## src/rtl/digi_ota_pkg.sv

```systemverilog
// -----------------------------------------------------------------------------
// digi_ota_pkg
// Shared definitions for the digital OTA channel array: the mode encoding,
// the channel output state machine states and the per-sample input class.
// Also provides the helper that turns a synchronized (vip, vin) pair into
// an input class.
// -----------------------------------------------------------------------------
package digi_ota_pkg;

  // Operating mode encoding; 2'b11 is reserved and decodes as LATCH
  localparam logic [1:0] MODE_LATCH = 2'b00;
  localparam logic [1:0] MODE_TRI   = 2'b01;
  localparam logic [1:0] MODE_INTEG = 2'b10;

  // Channel output states: {out, oe} pairs are all distinct, so any state
  // change is also a visible output change
  typedef enum logic [1:0] {
    ST_FLOAT  = 2'b00,
    ST_DRV_LO = 2'b01,
    ST_DRV_HI = 2'b11
  } chanState_e;

  // Per-sample comparison result
  typedef enum logic [1:0] {
    CLS_EQ = 2'b00,
    CLS_UP = 2'b01,
    CLS_DN = 2'b10
  } inClass_e;

  function automatic inClass_e classify(input logic p, input logic n);
    if (p == n) return CLS_EQ;
    return p ? CLS_UP : CLS_DN;
  endfunction

endpackage

```

## src/rtl/digi_ota_chan.sv

```systemverilog
// -----------------------------------------------------------------------------
// digi_ota_chan
// One OTA channel: 2-flop synchronizers on vip/vin, a run-length filter that
// accepts a class after FILT identical samples, a saturating integrator, the
// three-state output FSM and a registered change pulse.
//
// Ports
//   clk, rst_n   clock, asynchronous active-low reset
//   clear_i      idle request (mode change or block disabled): float output,
//                drop filter history, recentre the integrator
//   mode_i       operating mode (see digi_ota_pkg)
//   vip_i, vin_i asynchronous comparator inputs
//   out_o, oe_o  output value and drive enable
//   chg_o        one-cycle pulse when out_o/oe_o change
// -----------------------------------------------------------------------------
module digi_ota_chan
  import digi_ota_pkg::*;
#(
  parameter int FILT  = 2,
  parameter int ACC_W = 6,
  parameter int HYST  = 4
) (
  input  logic       clk,
  input  logic       rst_n,
  input  logic       clear_i,
  input  logic [1:0] mode_i,
  input  logic       vip_i,
  input  logic       vin_i,
  output logic       out_o,
  output logic       oe_o,
  output logic       chg_o
);

  localparam int                 CNT_W    = $clog2(FILT + 1);
  localparam logic [CNT_W-1:0]   FILT_CNT = CNT_W'(FILT);
  localparam logic [ACC_W-1:0]   MID      = ACC_W'(1) << (ACC_W - 1);
  localparam logic [ACC_W-1:0]   ACC_MAX  = '1;
  localparam logic [ACC_W-1:0]   THR_HI   = MID + ACC_W'(HYST);
  localparam logic [ACC_W-1:0]   THR_LO   = MID - ACC_W'(HYST);

  logic [1:0]       vipSync_q, vinSync_q;
  inClass_e         sampleCls;
  inClass_e         runCls_q, runCls_d;
  logic [CNT_W-1:0] runCnt_q, runCnt_d;
  logic [ACC_W-1:0] acc_q, acc_d;
  chanState_e       state_q, state_d;
  logic             chg_q;
  logic             accepted;

  assign sampleCls = classify(vipSync_q[1], vinSync_q[1]);

  // The decision uses the registered run count, so an accepted class acts one
  // edge after the count saturates; this gives FILT+2 edges of total latency.
  assign accepted = (runCnt_q == FILT_CNT);

  // Next-state logic: filter run tracking, integrator and output FSM.
  // The integrator thresholds look at the registered accumulator value.
  always_comb begin
    runCls_d = runCls_q;
    runCnt_d = runCnt_q;
    acc_d    = acc_q;
    state_d  = state_q;
    if (clear_i) begin
      runCnt_d = '0;
      acc_d    = MID;
      state_d  = ST_FLOAT;
    end else begin
      // A count of zero means no history, so the first sample always starts a run
      if ((runCnt_q != '0) && (sampleCls == runCls_q)) begin
        if (!accepted) runCnt_d = runCnt_q + CNT_W'(1);
      end else begin
        runCls_d = sampleCls;
        runCnt_d = CNT_W'(1);
      end
      case (mode_i)
        MODE_INTEG: begin
          if ((sampleCls == CLS_UP) && (acc_q != ACC_MAX)) acc_d = acc_q + ACC_W'(1);
          else if ((sampleCls == CLS_DN) && (acc_q != '0)) acc_d = acc_q - ACC_W'(1);
          if (acc_q >= THR_HI)      state_d = ST_DRV_HI;
          else if (acc_q <= THR_LO) state_d = ST_DRV_LO;
        end
        MODE_TRI: begin
          if (accepted) begin
            case (runCls_q)
              CLS_UP:  state_d = ST_DRV_HI;
              CLS_DN:  state_d = ST_DRV_LO;
              default: state_d = ST_FLOAT;
            endcase
          end
        end
        default: begin
          if (accepted) begin
            case (runCls_q)
              CLS_UP:  state_d = ST_DRV_HI;
              CLS_DN:  state_d = ST_DRV_LO;
              default: state_d = state_q;
            endcase
          end
        end
      endcase
    end
  end

  // State registers; synchronizers keep sampling even while the channel is
  // held idle so that data is already settled when operation resumes.
  always_ff @(posedge clk or negedge rst_n) begin
    if (!rst_n) begin
      vipSync_q <= '0;
      vinSync_q <= '0;
      runCls_q  <= CLS_EQ;
      runCnt_q  <= '0;
      acc_q     <= MID;
      state_q   <= ST_FLOAT;
      chg_q     <= 1'b0;
    end else begin
      vipSync_q <= {vipSync_q[0], vip_i};
      vinSync_q <= {vinSync_q[0], vin_i};
      runCls_q  <= runCls_d;
      runCnt_q  <= runCnt_d;
      acc_q     <= acc_d;
      state_q   <= state_d;
      chg_q     <= (state_d != state_q);
    end
  end

  assign out_o = (state_q == ST_DRV_HI);
  assign oe_o  = (state_q != ST_FLOAT);
  assign chg_o = chg_q;

endmodule

```

## src/rtl/digi_ota_array.sv

```systemverilog
// -----------------------------------------------------------------------------
// digi_ota_array
// Array of CH independent digital OTA channels sharing one mode and enable.
// The top only detects mode changes and gates the enable; every channel does
// its own synchronizing, filtering, integrating and output decoding.
//
// Ports
//   clk, rst_n    clock, asynchronous active-low reset
//   ena           block enable; low holds every channel idle
//   mode          00 LATCH, 01 TRISTATE, 10 INTEGRATE, 11 as LATCH
//   vip, vin      per-channel asynchronous comparator inputs
//   out, out_oe   per-channel output value and drive enable
//   chg           per-channel one-cycle change pulse
// -----------------------------------------------------------------------------
module digi_ota_array #(
  parameter int CH    = 4,
  parameter int FILT  = 2,
  parameter int ACC_W = 6,
  parameter int HYST  = 4
) (
  input  logic          clk,
  input  logic          rst_n,
  input  logic          ena,
  input  logic [1:0]    mode,
  input  logic [CH-1:0] vip,
  input  logic [CH-1:0] vin,
  output logic [CH-1:0] out,
  output logic [CH-1:0] out_oe,
  output logic [CH-1:0] chg
);

  logic [1:0] prevMode_q;
  logic       idle;

  // Previous mode resets to LATCH; a differing mode at reset release only
  // floats channels that are already floating, so no change pulse results.
  always_ff @(posedge clk or negedge rst_n) begin
    if (!rst_n) prevMode_q <= 2'b00;
    else        prevMode_q <= mode;
  end

  assign idle = !ena || (mode != prevMode_q);

  for (genvar g = 0; g < CH; g++) begin : gChan
    digi_ota_chan #(
      .FILT (FILT),
      .ACC_W(ACC_W),
      .HYST (HYST)
    ) uChan (
      .clk    (clk),
      .rst_n  (rst_n),
      .clear_i(idle),
      .mode_i (mode),
      .vip_i  (vip[g]),
      .vin_i  (vin[g]),
      .out_o  (out[g]),
      .oe_o   (out_oe[g]),
      .chg_o  (chg[g])
    );
  end

endmodule

```

## config.mk

```make
export PLATFORM = sky130hd
export DESIGN_NAME = digi_ota_array
export DESIGN_NICKNAME = d
export VERILOG_FILES = /design/src/rtl/digi_ota_pkg.sv /design/src/rtl/digi_ota_chan.sv /design/src/rtl/digi_ota_array.sv
export SDC_FILE = /design/constraint.sdc
export NUM_CORES = 1
export LEC_CHECK = 0
export ABC_AREA = 1
export CAP_MARGIN = 20
export CORE_MARGIN = 5
export CORE_UTILIZATION = 60
export CTS_CLUSTER_DIAMETER = 80
export DETAILED_ROUTE_END_ITERATION = 6
export MAX_ROUTING_LAYER = met4
export PLACE_DENSITY_LB_ADDON = 0.25
export SYNTH_ARGS = -nofsm -noshare
export SYNTH_HDL_FRONTEND = slang
export SYNTH_SLANG_ARGS = --single-unit
```

## constraint.sdc

```tcl
create_clock -name clk -period 3.1 [get_ports clk]
set_clock_uncertainty 0.2 [all_clocks]
set_input_delay 0.775 -clock clk [delete_from_list [all_inputs] [get_ports clk]]
set_output_delay 0.775 -clock clk [all_outputs]
set_load 0.03 [all_outputs]
```

==> qor.yml <==
sta:
  rsz0062_at_grt: "false"
  setup_viol: 0
  maxSlewViolCount: 0
  finalCritPeriodShare: 0.847
  tns_ns: 0
  setup_ws_ns: 0.474
  min_period_ns: 2.63
  timing.hold.ws_ns: 0.150
  clock.fmax_ghz: 0.381
  tightestPinTransition_ns: 0.596
  max_slew_margin: 0.602
  hold_violations: 0
logic_synthesis:
  synthCells: 637
  syn_avg_cell_area_um2: 7.19
  ys.warnings.count: 0
  syn_nets: 684
  synth_top_area_cell: "dfrtp_1"
  netlist_area_um2: 4580
  synth-seq-cells: 70
  synth_area_leaders: "dfrtp_1 36%, nand2_1 16%, inv_1 8.8%"
  synth.top_cell.area_share: 0.361
  yosys.cell_types.count: 28
  ys_seq_area_frac: 0.384
pwr:
  powerDensity_nw_per_um2: 475
  p_sw_frac: 0.330
  intPower_mw: 1.62
  pwr-share-seq: 0.445
  leakagePower_nw: 2.71
  switchingPower_mw: 0.797
  ir_drop_uv: 231
  fin_total_pwr_mw: 2.41
  clock_power_share: 0.306
  p_comb_frac: 0.249
detailed_routing:
  top_layer: "met4"
  drtPass1Iterations: 5
  drt-initial-drc-count: 186
  wire_per_inst_um: 12.5
  drc: 0
  ant_nets: 0
  drt-vias-per-instance: 5.21
  dr_wl_met3_um: 363
  vias: 3977
  dr_wl_met2_um: 4940
  routed_wl_um: 9520
  met1_length_um: 4090
min_path:
  worstHoldEndpoint: "gChan[1].uChan.vipSync_q[1]"
  hold_class: "reg2reg"
  min_from: "gChan[1].uChan.vipSync_q[0]"
  whs_path_depth: 0
die:
  io-pin-count: 25
  rows: 31
  dieArea_um2: 9480
  fp.dieH_um: 97.4
  die_w_um: 97.4
  initial_utilization: 0.625
  coreArea_um2: 7330
layout:
  multi_input_area_um2: 2280
  instances_no_fill: 764
  ff_latch_area_um2: 1760
  synthToLayoutAreaGrowth_pct: 11.0
  final_cell_mix: "192 x nand2_1, 107 x inv_1, 66 x dfrtp_1, 51 x nand3_1, 43 x nor2_1"
  finalNetCount: 707
  layout_commonest_cell: "nand2_1"
  final_area_um2: 5080
  num_antenna_cells: 0
  nFillCells: 618
  final_util: 0.693
  drive_above_1_share: 0.0632
cts:
  h-tree-depth: 3
  post_cts_buffers: 0
  cts.sinks: 70
  cts_tree: "built"
  cts_inserted_buffers: 9
  clkLatencyLatePin_ns: 0.35
  cts_resized: 0
  cts-root-buf: "clkbuf_8"
  path_clk_slew_ns: 0.07
  holdBufCountCts: 0
  clk_path_buf_depth: 2
grt:
  grt_max_degree: 32
  grt_usage: 0.221
  grt_pass1_wl_um: 17000
  gr-total-overflow: 0
  grt_pass1_vias: 3923
  grt_antenna_before_repair: 0
setup_path:
  critPathMaxFanout: 4
  path_class: "reg2out"
  cp_slowest_cell: "clkdlybuf4s50_1"
  critical_path_buf_inv_count: 2
  ff2ff_setup_slack_ns: 0.62
  end_kind: "output pin"
  critical_path.startpoint_type: "register"
  arrival_ns: 1.65
  rr_worst_depth: 12
  timing.rr.start: "gChan[2].uChan.acc_q[5]"
  path_cells: "inv_1, nand2_1, clkdlybuf4s50_1"
  path_delay_family: "buffers and inverters"
  cpPeakStageDelay_ns: 0.67
  crit_required_ns: 2.12
  r2r_end: "gChan[2].uChan.acc_q[4]"
place:
  hpwl_um: 7360
  dp.cells: 748
  portBuffers: 24
  gp_congestion: 0.877
  place_ws_ns: 0.239
  post_dp_cell_area_um2: 4880
outcome:
  outcome: "complete, no violations"
flow_run:
  cap_viol_max_count: 0
layout make-up:
| cell class | instances | share of cell area |
|---|---|---|
| clock inverter | 6 | 0.0121 |
| clock buffer | 10 | 0.0271 |
| multi-input combinational | 437 | 0.448 |
| timing repair buffer | 30 | 0.0601 |
| tap | 99 | 0.0244 |
| inverter | 112 | 0.0827 |
| sequential | 70 | 0.346 |
cell families after synthesis:
logic type / after synthesis / share of synthesized area
xor gates and xnor gates: 11 / 0.0210
buffers and inverters: 130 / 0.119
DFF: 70 / 0.384
and+or+nand+nor: 313 / 0.286
muxes: 1 / 0.00219
AOI/OAI and AO/OA: 78 / 0.0891
adders and majority gates: 34 / 0.0995
cells in the mapped netlist:
| library cell | instances |
|---|---|
| nor2_4 | 1 |
| ha_1 | 30 |
| buf_2 | 3 |
| fa_1 | 4 |
| o21bai_1 | 3 |
| xor2_1 | 11 |
| nor2_1 | 43 |
| mux2i_1 | 1 |
| nand2_1 | 192 |
| o21ai_1 | 12 |
| nor3_1 | 6 |
| nand3b_1 | 3 |
| inv_2 | 5 |
| o211ai_1 | 2 |
| nand3_1 | 51 |
| o21ai_0 | 39 |
| nand4_1 | 8 |
| inv_1 | 107 |
| buf_4 | 12 |
| dfstp_2 | 4 |
| nand2_2 | 5 |
| or2_2 | 3 |
| nor2_2 | 1 |
| dfrtp_1 | 66 |
| a21oi_1 | 18 |
| buf_6 | 1 |
| clkbuf_1 | 2 |
| a31oi_1 | 4 |
power groups by stage:
stage	clock (mW)	sequential, mW	combinational [mW]
2_1_floorplan	0	1.07	0.454
3_3_place_gp	0	1.09	0.571
3_5_place_dp	0	1.09	0.598
4_1_cts	0.752	1.07	0.603
5_1_grt	0.796	1.09	0.695
6_report	0.738	1.07	0.601
metal layers:
metal / vias to the layer above / GRT usage
li1: 2042 / -
met1: 1837 / 0.261
met2: 79 / 0.384
met3: 19 / 0.0323
met4: 0 / 0.0788
met5: - / -
how the worst max path moves through the flow:
| stage | start | end | slack, ns | cells past startpoint |
|---|---|---|---|---|
| after CTS | gChan[2].uChan.state_q[1] | out_oe[2] | 0.46 | 3 |
| after global routing | mode[0] | gChan[0].uChan.chg_o | 0.39 | 11 |
| after detailed placement | mode[0] | gChan[2].uChan.chg_o | 0.24 | 9 |
| final | gChan[2].uChan.state_q[1] | out_oe[2] | 0.47 | 3 |
| after floorplan | gChan[2].uChan.acc_q[5] | gChan[2].uChan.acc_q[4] | 0.89 | 12 |
| after global placement | mode[0] | gChan[2].uChan.chg_o | 0.28 | 9 |
flip-flops by register name (all words and copies together), names as in the netlist:
signal and cells:
gChan.uChan.acc_q 24, gChan.uChan.runCls_q 8, gChan.uChan.runCnt_q 8, gChan.uChan.state_q 8, gChan.uChan.vinSync_q 8, gChan.uChan.vipSync_q 8, gChan.uChan.chg_o 4, prevMode_q 2
No activity file was read; power rests on OpenSTA's default activity.
